**src/rtl/tft_spi_stream_master.sv**
```systemverilog
// TFT SPI stream master: panel reset sequencing followed by a valid/ready
// word stream that is shifted out MSB first, with per-word RS, CS framing
// through a last flag, inline delay tokens and slow/fast SPI clock selection.
//
// state     | meaning
// ----------+-----------------------------------------------------------
// RST_LOW   | panel RST held low for RST_PULSE_CYCLES
// RST_WAIT  | RST high, waiting RST_WAIT_CYCLES before accepting words
// IDLE      | in_ready high, waiting for a word or delay token
// SHIFT     | shifting one word, 2*DIV cycles per bit
// GAP       | CS released after a framed word, held high CS_GAP_CYCLES
// DELAY     | delay token running, pins untouched
module tft_spi_stream_master #(
  parameter int DATA_WIDTH       = 16,
  parameter int WORK_DIV         = 5,
  parameter int INIT_DIV         = 2500,
  parameter int CS_GAP_CYCLES    = 2,
  parameter int RST_PULSE_CYCLES = 1000,
  parameter int RST_WAIT_CYCLES  = 5000,
  parameter int CNT_BITS         = 24
) (
  input  logic                  MasterCLK,
  input  logic                  reset,
  input  logic [DATA_WIDTH-1:0] in_data,
  input  logic                  in_rs,
  input  logic                  in_last,
  input  logic                  in_delay,
  input  logic                  slow_mode,
  input  logic                  in_valid,
  output logic                  in_ready,
  output logic                  SPI_CLK,
  output logic                  SPI_MOSI,
  output logic                  SPI_CS,
  output logic                  RS,
  output logic                  RST,
  output logic                  busy,
  output logic                  panel_ready
);

  localparam int BIT_BITS = (DATA_WIDTH > 1) ? $clog2(DATA_WIDTH) : 1;

  // All timers are down-counters reloaded with (count - 1) and finished at zero.
  localparam logic [CNT_BITS-1:0] WORK_RELOAD  = CNT_BITS'(WORK_DIV - 1);
  localparam logic [CNT_BITS-1:0] INIT_RELOAD  = CNT_BITS'(INIT_DIV - 1);
  localparam logic [CNT_BITS-1:0] GAP_RELOAD   = CNT_BITS'(CS_GAP_CYCLES - 1);
  localparam logic [CNT_BITS-1:0] PULSE_RELOAD = CNT_BITS'(RST_PULSE_CYCLES - 1);
  localparam logic [CNT_BITS-1:0] WAIT_RELOAD  = CNT_BITS'(RST_WAIT_CYCLES - 1);
  localparam logic [BIT_BITS-1:0] LAST_BIT     = BIT_BITS'(DATA_WIDTH - 1);

  typedef enum logic [2:0] {
    ST_RST_LOW,
    ST_RST_WAIT,
    ST_IDLE,
    ST_SHIFT,
    ST_GAP,
    ST_DELAY
  } state_t;

  state_t                state_q, state_d;
  logic [CNT_BITS-1:0]   cnt_q, cnt_d;
  logic [BIT_BITS-1:0]   bit_cnt_q, bit_cnt_d;
  logic [DATA_WIDTH-1:0] shreg_q, shreg_d;
  logic                  slow_q, slow_d;
  logic                  last_q, last_d;
  logic                  spi_clk_q, spi_clk_d;
  logic                  mosi_q, mosi_d;
  logic                  cs_q, cs_d;
  logic                  rs_q, rs_d;
  logic                  rst_q, rst_d;
  logic                  panel_ready_q, panel_ready_d;
  logic                  in_ready_q, in_ready_d;
  logic                  busy_q, busy_d;

  logic                  cnt_zero;
  logic [CNT_BITS-1:0]   cnt_dec;
  logic [CNT_BITS-1:0]   div_reload;

  // Next-state and output logic; every output is registered from its _d.
  always_comb begin
    state_d       = state_q;
    cnt_d         = cnt_q;
    bit_cnt_d     = bit_cnt_q;
    shreg_d       = shreg_q;
    slow_d        = slow_q;
    last_d        = last_q;
    spi_clk_d     = spi_clk_q;
    mosi_d        = mosi_q;
    cs_d          = cs_q;
    rs_d          = rs_q;
    rst_d         = rst_q;
    panel_ready_d = panel_ready_q;

    cnt_zero   = (cnt_q == '0);
    cnt_dec    = cnt_q - 1'b1;
    // Divider is taken from the mode latched at accept, not the live input.
    div_reload = slow_q ? INIT_RELOAD : WORK_RELOAD;

    case (state_q)
      ST_RST_LOW: begin
        if (cnt_zero) begin
          state_d = ST_RST_WAIT;
          rst_d   = 1'b1;
          cnt_d   = WAIT_RELOAD;
        end else begin
          cnt_d = cnt_dec;
        end
      end

      ST_RST_WAIT: begin
        if (cnt_zero) begin
          state_d       = ST_IDLE;
          panel_ready_d = 1'b1;
        end else begin
          cnt_d = cnt_dec;
        end
      end

      ST_IDLE: begin
        if (in_valid && in_ready_q) begin
          if (in_delay) begin
            // A zero count still costs one cycle.
            state_d = ST_DELAY;
            cnt_d   = (in_data == '0) ? '0 : (CNT_BITS'(in_data) - 1'b1);
          end else begin
            state_d   = ST_SHIFT;
            shreg_d   = in_data;
            mosi_d    = in_data[DATA_WIDTH-1];
            cs_d      = 1'b0;
            rs_d      = in_rs;
            last_d    = in_last;
            slow_d    = slow_mode;
            spi_clk_d = 1'b0;
            bit_cnt_d = LAST_BIT;
            cnt_d     = slow_mode ? INIT_RELOAD : WORK_RELOAD;
          end
        end
      end

      ST_SHIFT: begin
        if (!cnt_zero) begin
          cnt_d = cnt_dec;
        end else if (!spi_clk_q) begin
          spi_clk_d = 1'b1;
          cnt_d     = div_reload;
        end else begin
          spi_clk_d = 1'b0;
          if (bit_cnt_q == '0) begin
            if (last_q) begin
              state_d = ST_GAP;
              cs_d    = 1'b1;
              mosi_d  = 1'b0;
              cnt_d   = GAP_RELOAD;
            end else begin
              // CS stays low so the next word continues the frame.
              state_d = ST_IDLE;
            end
          end else begin
            shreg_d   = {shreg_q[DATA_WIDTH-2:0], 1'b0};
            mosi_d    = shreg_q[DATA_WIDTH-2];
            bit_cnt_d = bit_cnt_q - 1'b1;
            cnt_d     = div_reload;
          end
        end
      end

      ST_GAP, ST_DELAY: begin
        if (cnt_zero) begin
          state_d = ST_IDLE;
        end else begin
          cnt_d = cnt_dec;
        end
      end

      default: begin
        state_d = ST_RST_LOW;
      end
    endcase

    in_ready_d = (state_d == ST_IDLE);
    busy_d     = (state_d != ST_IDLE);
  end

  // State and output registers with synchronous reset.
  always_ff @(posedge MasterCLK) begin
    if (reset) begin
      state_q       <= ST_RST_LOW;
      cnt_q         <= PULSE_RELOAD;
      bit_cnt_q     <= '0;
      shreg_q       <= '0;
      slow_q        <= 1'b0;
      last_q        <= 1'b0;
      spi_clk_q     <= 1'b0;
      mosi_q        <= 1'b0;
      cs_q          <= 1'b1;
      rs_q          <= 1'b0;
      rst_q         <= 1'b0;
      panel_ready_q <= 1'b0;
      in_ready_q    <= 1'b0;
      busy_q        <= 1'b1;
    end else begin
      state_q       <= state_d;
      cnt_q         <= cnt_d;
      bit_cnt_q     <= bit_cnt_d;
      shreg_q       <= shreg_d;
      slow_q        <= slow_d;
      last_q        <= last_d;
      spi_clk_q     <= spi_clk_d;
      mosi_q        <= mosi_d;
      cs_q          <= cs_d;
      rs_q          <= rs_d;
      rst_q         <= rst_d;
      panel_ready_q <= panel_ready_d;
      in_ready_q    <= in_ready_d;
      busy_q        <= busy_d;
    end
  end

  assign in_ready    = in_ready_q;
  assign SPI_CLK     = spi_clk_q;
  assign SPI_MOSI    = mosi_q;
  assign SPI_CS      = cs_q;
  assign RS          = rs_q;
  assign RST         = rst_q;
  assign busy        = busy_q;
  assign panel_ready = panel_ready_q;

endmodule

```
**config.mk**
```make
export PLATFORM = sky130hd
export DESIGN_NAME = tft_spi_stream_master
export DESIGN_NICKNAME = d
export VERILOG_FILES = /design/src/rtl/tft_spi_stream_master.sv
export SDC_FILE = /design/constraint.sdc
export NUM_CORES = 1
export LEC_CHECK = 0
export ABC_AREA = 1
export BUFFER_PORTS_ARGS = -buffer_cell sky130_fd_sc_hd__buf_2
export CORE_MARGIN = 2
export CORE_UTILIZATION = 35
export CTS_BUF_LIST = sky130_fd_sc_hd__clkbuf_2 sky130_fd_sc_hd__clkbuf_4 sky130_fd_sc_hd__clkbuf_8
export DETAILED_ROUTE_END_ITERATION = 6
export SLEW_MARGIN = 25
export SYNTH_ARGS = -nofsm -noshare
export SYNTH_HDL_FRONTEND = slang
export SYNTH_SLANG_ARGS = --single-unit
```
**constraint.sdc**
```tcl
create_clock -name MasterCLK -period 2.1 [get_ports MasterCLK]
set_clock_uncertainty 0.05 [all_clocks]
set_input_delay 0.105 -clock MasterCLK [delete_from_list [all_inputs] [get_ports MasterCLK]]
set_output_delay 0.105 -clock MasterCLK [all_outputs]
set_load 0.005 [all_outputs]
```
==> impl_results.md, run 1 <==
* Result of the run: finished, final reports clean
* Cell with the most instances after synthesis: nand2_1
* Clock-pin slew reported for the worst setup and hold paths after clock tree synthesis at 110 ps
* Area added between synthesis and finish at 19.2%
* CTS H-Tree Depth at 2
* FF-to-FF End: cnt_q[11]
* Placed instance area at 0.00450 mm^2
* Number of enable flip-flop cells after synthesis at 0
* Crit path launch type: input port
* Number of I/O port buffers at 30
* Average instance area after synthesis at about 5.8 um^2
* Termination of the worst setup path: cnt_q[19]
* Starting density of the core at a little over a third
* Warnings, synthesis at 0
* CTS tree: yes
* CP endpoint kind: flip-flop
* DIE AREA at about 0.012 mm^2
* DRC Markers at 0
* RSZ-0062 raised after global routing: false
* Share of the clock period used by the worst path after layout at 94.0%
* Count of max-cap constraint violations at 0
* GRT overflow at 0
* Hold_ws at around 15 ps
* Count of clock tree sinks at 56
* Power density over cell area at 429 mW/mm^2
* Placer Congestion at 0.894
* Layout net count at 777
* Non-Filler Cell Area, Final at ~0.0047 mm^2
* Core Box Area at 0.0109 mm^2
* Die Width at around 110 um
* Top cells by count, synth: nand2_1 (208), nor2_1 (150), inv_1 (59)
* Distinct cells, synth at 32
* Flop and latch count out of synthesis at 56
* Static power due to leakage at 2.37 nW
* # rows at 38
* Netlist area before placement at 0.00395 mm^2
* Count of pins on the block boundary at 31
* Post-synthesis sequential area ratio at 28.4%
* Final Instance Count excl. Fillers at approximately 900
* Time the final worst path needs with I/O delays and setup at between 1500 and 2000 ps
* Num CTS Buffers at 5
* Filler Cell Count at between 1000 and 1500
* Clock latency reported for the late side of the worst-skew pair at 330 ps
* Pin count of the biggest net entering global routing at 27
* Peak supply drop at 0.000372 V
* Max-slew headroom at 74.1%
* Reg-to-Reg Start: cnt_q[1]
* Global-route wire length before repair at 19.3 mm
* ANT nets after route at 0
* Max-slew violations at 0
* Number of global-route vias before repair at 4117
* All-layer global routing usage at ~20%
* Arrival time worst endpoint at 2200 ps
* Cell depth of the worst flop-to-flop path at 12
* Fraction of final layout cells sized beyond drive strength 1 at 14.9%
* Post-detailed-route via-to-cell ratio at 5.00
* Max Clock Freq at approximately 500 MHz
* Routed length per instance at 13.0 um
* Worst Path Required at 2320 ps
* DRT iter0 DRCs at 210
* Number of detailed-route iterations in the first pass at 5
* Hold Vio Cnt, Final at 0
* Sum of negative setup slack at 0 ps
* Type of the setup path with the least slack: input port to flip-flop
* Top post-synthesis cells by area: dfxtp_1 (28%), nand2_1 (20%), nor2_1 (14%)
* Buffer cell driving the clock tree root: clkbuf_8
* Antenna violations before repair at 0
* Worst-case clock buffer depth at 2
* Die H at approximately 110 um
* Post-synthesis net count at 710
* Area fraction of the dominant cell type after synthesis at 28.4%
* Path type of the worst min-delay path: input port to flip-flop
* Via count of the routed design at 4450
* Count of antenna diodes in the layout at 0
* Highest net fanout along the worst path at 5
* Post-synthesis instance total at 682
* Leading register cell type out of synthesis: dfxtp_1
* Launch point of the critical path: in_data[0]
* Proportion of synthesized flip-flops having asynchronous set or reset at 0%
* Post-DP HPWL at 9.01 mm
* Count of placed standard cells including taps at slightly below 900
* Largest area contributor in the netlist: dfxtp_1
* Worst setup slack for register-to-register paths at 170 ps
* Final wirelength at 11.6 mm
* Setup-violating endpoint count in the final report at 0
* Worst Tran Pin Value at slightly below 400 ps
-- cell families after synthesis --
| logic type | synth area share [%] |
|---|---|
| AND/OR/NAND/NOR | 44.9 |
| AO/OA/AOI/OAI | 12.8 |
| buffers and inverters | 8.35 |
| flip-flops | 28.4 |
| XOR/XNOR | 3.99 |
| adder cells (fa/ha/maj) | 1.58 |
-- critical path, stage by stage --
cell and delay, ps:
dlygate4sd3_1 530, buf_2 120, inv_1 160, ha_1 220
nand2_1 130, inv_1 90, nand2_1 100, nor2_1 110
nand2_1 160, nand2_1 170, buf_4 160, nor2_1 40
nor2_1 100
-- through the flow --
stage / setup WS [ps] / power [mW] / utilization (%)
final: 126 / 2.02 / 43.1
after global routing: 0.0477 / 2.11 / 43.1
after CTS: 60.4 / 2.04 / 42.5
after detailed placement: 86.4 / 1.26 / 41.2
after global placement: 145 / 1.26 / 41.2
after floorplan: 327 / 1.19 / -
-- cells in the final DEF (no fill, tap or decap), drive strengths merged --
| master | n |
|---|---|
| buf | 72 |
| o211ai | 1 |
| xor2 | 15 |
| o21ai | 63 |
| a21oi | 22 |
| a211oi | 1 |
| dlygate4sd3 | 2 |
| nand4 | 8 |
| clkinv | 3 |
| or2 | 1 |
| a31oi | 2 |
| nand3 | 47 |
| bufinv | 1 |
| clkbuf | 6 |
| ha | 5 |
| nor3 | 5 |
| inv | 62 |
| nand2 | 211 |
| xnor2 | 3 |
| dfxtp | 56 |
| o21bai | 3 |
| nand3b | 5 |
| a41oi | 1 |
| nor2 | 155 |
-- per-layer routing --
| metal | vias to the layer above | wire length [um] | GRT usage, % |
|---|---|---|---|
| met5 | - | 0 | 0 |
| met4 | 0 | 312 | 7.59 |
| met3 | 27 | 631 | 3.41 |
| met2 | 139 | 5330 | 33.6 |
| met1 | 1990 | 5340 | 26.4 |
| li1 | 2294 | - | - |
-- report_power, final --
part	switching [mW]	total, mW	internal, mW
combinational	0.107	0.173	0.0653
clock	0.388	0.779	0.391
sequential	0.00408	1.07	1.07
total	0.499	2.02	1.52
-- how the worst min path moves through the flow --
stage                         start  endpoint  slack [ps]  cells past startpoint
after floorplan               reset   SPI_CLK         130                      1
after global placement        in_rs        RS         310                      3
after detailed placement      in_rs        RS         320                      3
after CTS                 slow_mode    slow_q          20                      3
after global routing        in_last    last_q          20                      3
final                       in_last    last_q          20                      3
-- registers in the layout, indices dropped and copies added (netlist names) --
name         cells
shreg_q         15
state_q          3
RST              1
SPI_CLK          1
slow_q           1
last_q           1
busy             1
SPI_CS           1
in_ready         1
panel_ready      1
RS               1
cnt_q           24
SPI_MOSI         1
bit_cnt_q        4
-- final cells by class --
cell class / count / area (um^2) / share of cell area (%)
multi-input combinational: 548 / 2540 / 54.0
inverter: 64 / 240 / 5.10
clock buffer: 6 / 82.6 / 1.75
clock inverter: 2 / 38.8 / 0.823
timing repair buffer: 74 / 510 / 10.8
sequential: 56 / 1120 / 23.8
tap: 140 / 175 / 3.72
-- timing repair --
item,CTS,global route
endpoints found under the setup margin,0,40
setup buffers,0,2
gates resized for setup,0,20
hold buffers,2,0
hold endpoints to repair,2,0
(Power assumes the default switching activity.)
==> run 2: changes to the inputs <==
Settings changed: BUFFER_PORTS_ARGS -buffer_cell sky130_fd_sc_hd__buf_2 to -buffer_cell sky130_fd_sc_hd__buf_4, CELL_PAD_IN_SITES_DETAIL_PLACEMENT set to 0, CELL_PAD_IN_SITES_GLOBAL_PLACEMENT set to 1, CORE_MARGIN 2 to unset, PLACE_DENSITY_LB_ADDON set to 0.1.
==> run 2 against run 1 <==
Net effect:
- sequential cell count did not move
- sequential power barely moved
- first-iteration DRC count fell by 13%
- fmax barely moved
- sequential share of layout area fell by 0.69 points
- global-route usage rose by 1.6 points
- register-to-register slack got worse by 50 ps
- wire length rose by 5.5%
- largest power group unchanged
- highest routed layer unchanged
==> impl_results.md, run 2 (synthesized netlist as in run 1, its figures left out) <==
* Path type of the worst min-delay path: input port to flip-flop (unchanged)
* Via count of the routed design at 4368 (was 4450)
* Pin count of the biggest net entering global routing at 27 (unchanged)
* Static power due to leakage at 2.46 nW (was 2.37 nW)
* Reg-to-Reg Start: cnt_q[0] (was cnt_q[1])
* Final wirelength at 12.3 mm (was 11.6 mm)
* Number of I/O port buffers at 30 (unchanged)
* Cell depth of the worst flop-to-flop path at 13 (was 12)
* Hold_ws at 40.9 ps (was 15.2 ps)
* Max FFs per register at 24 (unchanged)
* Count of clock tree sinks at 56 (unchanged)
* Worst setup slack for register-to-register paths at 120 ps (was 170 ps)
* Arrival time worst endpoint at 2160 ps (was 2200 ps)
* Count of max-cap constraint violations at 0 (unchanged)
* DRT iter0 DRCs at 183 (was 210)
* CTS tree: yes (unchanged)
* Worst Path Required at 2290 ps (was 2320 ps)
* All-layer global routing usage at 21.9% (was 20.3%)
* Num CTS Buffers at 5 (unchanged)
* Non-Filler Cell Area, Final at 0.00486 mm^2 (was 0.00471 mm^2)
* Time the final worst path needs with I/O delays and setup at 1980 ps (was 1970 ps)
* Final Instance Count excl. Fillers at 902 (was 890)
* Max-slew headroom at 68.5% (was 74.1%)
* Highest net fanout along the worst path at 22 (was 5)
* ANT nets after route at 0 (unchanged)
* Startpoint of the most critical hold path: reset (was in_last)
* Registers with the most flip-flops: cnt_q (24), shreg_q (15), bit_cnt_q (4) (unchanged)
* Starting density of the core at 36.2% (unchanged)
* CTS H-Tree Depth at 2 (unchanged)
* Clock-pin slew reported for the worst setup and hold paths after clock tree synthesis at 100 ps (was 110 ps)
* Placed instance area at 0.00468 mm^2 (was 0.00450 mm^2)
* Core Box Area at 0.0109 mm^2 (unchanged)
* Die Width at 108 um (was 110 um)
* Crit path max-delay cell type: dfxtp_1 (was dlygate4sd3_1)
* Hold Vio Cnt, Final at 0 (unchanged)
* Count of placed standard cells including taps at 888 (was 878)
* Placer Congestion at 0.870 (was 0.894)
* Layout net count at 789 (was 777)
* Fraction of final layout cells sized beyond drive strength 1 at 15.4% (was 14.9%)
* Number of detailed-route iterations in the first pass at 5 (unchanged)
* Leading cell type in the layout, fill and taps excluded: nand2_1 (unchanged)
* Register bank with the most flops: cnt_q (unchanged)
* Worst-case clock buffer depth at 2 (unchanged)
* Routed length per instance at 13.6 um (was 13.0 um)
* Hold worst-path end: bit_cnt_q[2] (was last_q)
* CP endpoint kind: flip-flop (unchanged)
* Crit path launch type: flip-flop (was input port)
* Antenna violations before repair at 0 (unchanged)
* Result of the run: finished, final reports clean (unchanged)
* Commonest cells after routing, fill and taps aside: nand2_1 (208), nor2_1 (142), buf_4 (79), inv_1 (59), dfxtp_1 (55) (was nand2_1 (205), nor2_1 (140), inv_1 (59), dfxtp_1 (55), o21ai_0 (52))
* Hold path cells at 2 (was 3)
* Register cell area after layout at 0.00112 mm^2 (unchanged)
* Peak supply drop at 0.000299 V (was 0.000372 V)
* Max-slew violations at 0 (unchanged)
* Worst path cell trace: inv_1 > ha_1 > inv_1 > nor2_2 > nand4_1 > nor2_4 > nand2_1 > nand3_1 > nor2_4 > buf_12 > nand2_1 > nor2_2 > nor2_1 (was dlygate4sd3_1 > buf_2 > inv_1 > ha_1 > nand2_1 > inv_1 > nand2_1 > nor2_1 > nand2_1 > nand2_1 > buf_4 > nor2_1 > nor2_1)
* DIE AREA at 0.0117 mm^2 (was 0.0122 mm^2)
* Buffer cell driving the clock tree root: clkbuf_8 (unchanged)
* Post-detailed-route via-to-cell ratio at 4.84 (was 5.00)
* Type of the setup path with the least slack: flip-flop to flip-flop (was input port to flip-flop)
* Total area of multi-input combinational cells at 0.00253 mm^2 (was 0.00254 mm^2)
* Power density over cell area at 394 mW/mm^2 (was 429 mW/mm^2)
* Post-DP HPWL at 9.59 mm (was 9.01 mm)
* FF-to-FF End: cnt_q[11] (unchanged)
* Setup-violating endpoint count in the final report at 0 (unchanged)
* Worst Tran Pin Value at 467 ps (was 385 ps)
* GRT overflow at 0 (unchanged)
* Finished Core Util at 44.4% (was 43.1%)
* Number of global-route vias before repair at 4083 (was 4117)
* Max Clock Freq at 506 MHz (was 507 MHz)
* Clock latency reported for the late side of the worst-skew pair at 330 ps (about the same)
* Number of buffers and inverters on the critical path at 3 (was 5)
* Count of antenna diodes in the layout at 0 (unchanged)
* Biggest cell delay along the critical path at 360 ps (was 530 ps)
* Count of pins on the block boundary at 31 (unchanged)
* DRC Markers at 0 (unchanged)
* Share of the clock period used by the worst path after layout at 94.1% (was 94.0%)
* Die H at 108 um (was 110 um)
* Category of cells accounting for the largest share of critical-path delay: simple AND/OR/NAND/NOR gates (was buffers and inverters)
* Global-route wire length before repair at 19.7 mm (was 19.3 mm)
* # rows at 38 (unchanged)
* Area added between synthesis and finish at 22.8% (was 19.2%)
* Filler Cell Count at 1252 (was 1210)
-- run 2: where the power goes --
part / switching, mW / total [mW] / internal [mW]
combinational: 0.106 / 0.186 / 0.0799
sequential: 0.00498 / 1.07 / 1.07
clock: 0.391 / 0.656 / 0.265
total: 0.502 / 1.91 / 1.41
-- run 2: final cells by class --
type                            instances  share of cell area, %
Multi-Input combinational cell        548                   52.2
Sequential cell                        56                   23.1
Timing Repair Buffer                   86                   14.3
Inverter                               64                   4.95
Tap cell                              140                   3.61
Clock buffer                            6                   1.70
Clock inverter                          2                  0.206
-- run 2: metal layers --
metal	track usage [%]	wire [um]
met3	3.01	369
met2	35.7	5600
met4	8.11	277
met5	0	0
met1	29.4	6010
-- run 2: repair_timing --
item	in CTS	in global routing
hold endpoints to repair	3	1
setup buffers	0	2
gates resized for setup	0	16
hold buffers	3	1
endpoints found under the setup margin	0	22
-- run 2: per-stage QoR --
stage,total power [mW],TNS [ps],worst slack [ps]
after detailed placement,1.27,0,42.9
after global routing,2.02,-0.175,-0.175
after global placement,1.27,0,34.3
after floorplan,1.19,0,327
final,1.91,0,124
after CTS,1.94,0,20.6
-- run 2: worst reg2reg max path, cell delays in order, from the launching register on --
cell and delay (ps):
dfxtp_1 360, inv_1 60, ha_1 220, inv_1 80, nor2_2 40, nand4_1 120
nor2_4 70, nand2_1 110, nand3_1 130, nor2_4 180, buf_12 180, nand2_1 80
nor2_2 140, nor2_1 50
-- run 2: how the worst max path moves through the flow --
stage,start,end,slack (ps),depth (start not counted)
detailed placement,cnt_q[0],cnt_q[11],40,13
global placement,cnt_q[0],cnt_q[11],30,13
finish,cnt_q[0],cnt_q[11],120,13
CTS,cnt_q[0],cnt_q[11],20,13
floorplan,cnt_q[0],cnt_q[14],330,12
global route,cnt_q[0],cnt_q[16],-0.2,12
==> run 3: changes to the inputs <==
--- a/config.mk
+++ b/config.mk
@@ -10,6 +10,8 @@
 export CELL_PAD_IN_SITES_DETAIL_PLACEMENT = 0
 export CELL_PAD_IN_SITES_GLOBAL_PLACEMENT = 1
+export CORE_ASPECT_RATIO = 1.75
 export CORE_UTILIZATION = 35
 export CTS_BUF_LIST = sky130_fd_sc_hd__clkbuf_2 sky130_fd_sc_hd__clkbuf_4 sky130_fd_sc_hd__clkbuf_8
+export CTS_CLUSTER_SIZE = 8
 export DETAILED_ROUTE_END_ITERATION = 6
 export PLACE_DENSITY_LB_ADDON = 0.1
==> constraint.sdc (replaced) <==
create_clock -name MasterCLK -period 2.1 [get_ports MasterCLK]
set_clock_uncertainty 0.05 [all_clocks]
set_input_delay 0.21 -clock MasterCLK [delete_from_list [all_inputs] [get_ports MasterCLK]]
set_output_delay 0.21 -clock MasterCLK [all_outputs]
set_load 0.005 [all_outputs]
==> run 3 against run 2 <==
Net effect:
- design area shrank 0.90%
- critical path depth shrank 1
- sequential cell count is the same
- hold slack gained 38 ps
- combinational power is essentially flat
- via count grew 1.8%
- die area grew 0.14%
- non-clock buffer count shrank 4
- critical endpoint is now cnt_q[10]
- highest routed layer unchanged
==> impl_results.md, run 3 (synthesized netlist as in run 1, its figures left out) <==
* CTS tree: yes (unchanged)
* Final Instance Count excl. Fillers at 890 (was 902)
* Max Clock Freq at 514 MHz (was 506 MHz)
* Clock latency reported for the late side of the worst-skew pair at 330 ps (about the same)
* Setup-violating endpoint count in the final report at 0 (unchanged)
* Num CTS Buffers at 5 (unchanged)
* Hold Vio Cnt, Final at 0 (unchanged)
* Starting density of the core at 35.8% (was 36.2%)
* Path type of the worst min-delay path: input port to flip-flop (unchanged)
* Finished Core Util at 43.6% (was 44.4%)
* Placed instance area at 0.00466 mm^2 (was 0.00468 mm^2)
* Post-detailed-route via-to-cell ratio at 5.00 (was 4.84)
* Final wirelength at 13.1 mm (was 12.3 mm)
* Startpoint of the most critical hold path: in_rs (was reset)
* Commonest cells after routing, fill and taps aside: nand2_1 (202), nor2_1 (140), buf_4 (80), inv_1 (59), dfxtp_1 (56) (was nand2_1 (208), nor2_1 (142), buf_4 (79), inv_1 (59), dfxtp_1 (55))
* Share of the clock period used by the worst path after layout at 92.7% (was 94.1%)
* Result of the run: finished, final reports clean (unchanged)
* Max-slew violations at 0 (unchanged)
* Count of pins on the block boundary at 31 (unchanged)
* GRT overflow at 0 (unchanged)
* Placer Congestion at 0.902 (was 0.870)
* Antenna violations before repair at 0 (unchanged)
* # rows at 51 (was 38)
* Worst Path Required at 2330 ps (was 2290 ps)
* Type of the setup path with the least slack: flip-flop to flip-flop (unchanged)
* Reg-to-Reg Start: cnt_q[0] (unchanged)
* CP endpoint kind: flip-flop (unchanged)
* Worst-case clock buffer depth at 2 (unchanged)
* Area added between synthesis and finish at 21.7% (was 22.8%)
* Die Width at 82.3 um (was 108 um)
* Clock-pin slew reported for the worst setup and hold paths after clock tree synthesis at 120 ps (was 100 ps)
* Max FFs per register at 24 (unchanged)
* DRT iter0 DRCs at 180 (was 183)
* Static power due to leakage at 2.41 nW (was 2.46 nW)
* RSZ-0062 raised after global routing: true
* Count of placed standard cells including taps at 882 (was 888)
* Registers with the most flip-flops: cnt_q (24), shreg_q (15), bit_cnt_q (4) (unchanged)
* Pin count of the biggest net entering global routing at 27 (unchanged)
* Count of clock tree sinks at 56 (unchanged)
* Number of I/O port buffers at 30 (unchanged)
* Crit path launch type: flip-flop (unchanged)
* Number of detailed-route iterations in the first pass at 5 (unchanged)
* Launch point of the critical path: cnt_q[0] (unchanged)
* DIE AREA at 0.0117 mm^2 (about the same)
* Worst Tran Pin Value at 529 ps (was 467 ps)
* Number of global-route vias before repair at 4384 (was 4083)
* Max-slew headroom at 64.6% (was 68.5%)
* Power density over cell area at 396 mW/mm^2 (was 394 mW/mm^2)
* Fraction of final layout cells sized beyond drive strength 1 at 16.2% (was 15.4%)
* ANT nets after route at 0 (unchanged)
* Time the final worst path needs with I/O delays and setup at 1950 ps (was 1980 ps)
* Leading cell type in the layout, fill and taps excluded: nand2_1 (unchanged)
* Core Box Area at 0.0110 mm^2 (was 0.0109 mm^2)
* Count of antenna diodes in the layout at 0 (unchanged)
* Buffer cell driving the clock tree root: clkbuf_8 (unchanged)
* Post-DP HPWL at 10.6 mm (was 9.59 mm)
* Global-route wire length before repair at 21.4 mm (was 19.7 mm)
* All-layer global routing usage at 24.4% (was 21.9%)
* Register bank with the most flops: cnt_q (unchanged)
* Highest net fanout along the worst path at 4 (was 22)
* CTS H-Tree Depth at 2 (unchanged)
* Layout net count at 785 (was 789)
* DRC Markers at 0 (unchanged)
* Die H at 143 um (was 108 um)
* Routed length per instance at 14.7 um (was 13.6 um)
* Via count of the routed design at 4447 (was 4368)
* Peak supply drop at 0.000311 V (was 0.000299 V)
* Count of max-cap constraint violations at 0 (unchanged)
* Arrival time worst endpoint at 2180 ps (was 2160 ps)
* Non-Filler Cell Area, Final at 0.00481 mm^2 (was 0.00486 mm^2)
* Number of setup buffers added after CTS at 0 (unchanged)
run 3: changes by cell type in the layout (fill, tap and decap cells not counted), sizes merged:
| cell | change |
|---|---|
| clkinvlp | +2 |
| dlygate4sd3 | -4 |
| inv | -1 |
| clkbuf | -1 |
run 3: per-layer routing:
metal | vias to the layer above | track usage (%) | part of all wire (%)
met3 | 28 | 2.76 | 2.4
met1 | 2026 | 25.0 | 38
met2 | 81 | 46.5 | 56
met5 | - | 0 | 0
li1 | 2312 | - | -
met4 | 0 | 12.0 | 4.1
run 3: cell type report:
type,count,area (um^2)
Clock inverter,3,23.8
Tap cell,132,165
Fill cell,1262,6230
Multi-Input combinational cell,548,2550
Sequential cell,56,1120
Timing Repair Buffer,82,641
Inverter,64,240
Clock buffer,5,68.8
run 3: critical path, stage by stage (launching register included):
cell	delay [ps]
dfxtp_1	360
inv_1	60
buf_4	140
ha_1	210
nand2_1	180
inv_1	80
nand3_1	160
buf_4	140
xor2_1	200
nand2_1	70
o21ai_0	90
nor2_1	70
nor2_1	90
run 3: power breakdown:
group / leakage (nW) / switching (mW) / total (mW) / internal, mW
Combinational: 1.92 / 0.108 / 0.184 / 0.0764
Clock: 0.0404 / 0.413 / 0.651 / 0.238
Sequential: 0.452 / 0.00400 / 1.07 / 1.07
run 3: timing repair:
| action | 4_1_cts | 5_1_grt |
|---|---|---|
| endpoints found under the hold margin | 0 | 0 |
| resized for setup | 0 | 25 |
| hold buffers | 0 | 0 |
| endpoints found under the setup margin | 0 | 36 |
run 3: final timing paths:
kind | endpoint | slack, ps | cells after the start
hold reg to reg | RST | 410 | 2
setup / recovery | cnt_q[10] | 150 | 12
hold / removal | RS | 80 | 3
setup reg to reg | cnt_q[10] | 150 | 12
run 3: per-stage QoR:
stage / hold slack [ps] / setup WS [ps] / setup TNS [ps] / power [mW]
after floorplan: 238 / 327 / 0 / 1.19
after global placement: 390 / 93.7 / 0 / 1.28
after detailed placement: 397 / 85.2 / 0 / 1.28
after CTS: 65.4 / 61.5 / 0 / 1.93
after global routing: 66.2 / -18.1 / -40.2 / 1.98
final: 78.6 / 153 / 0 / 1.91
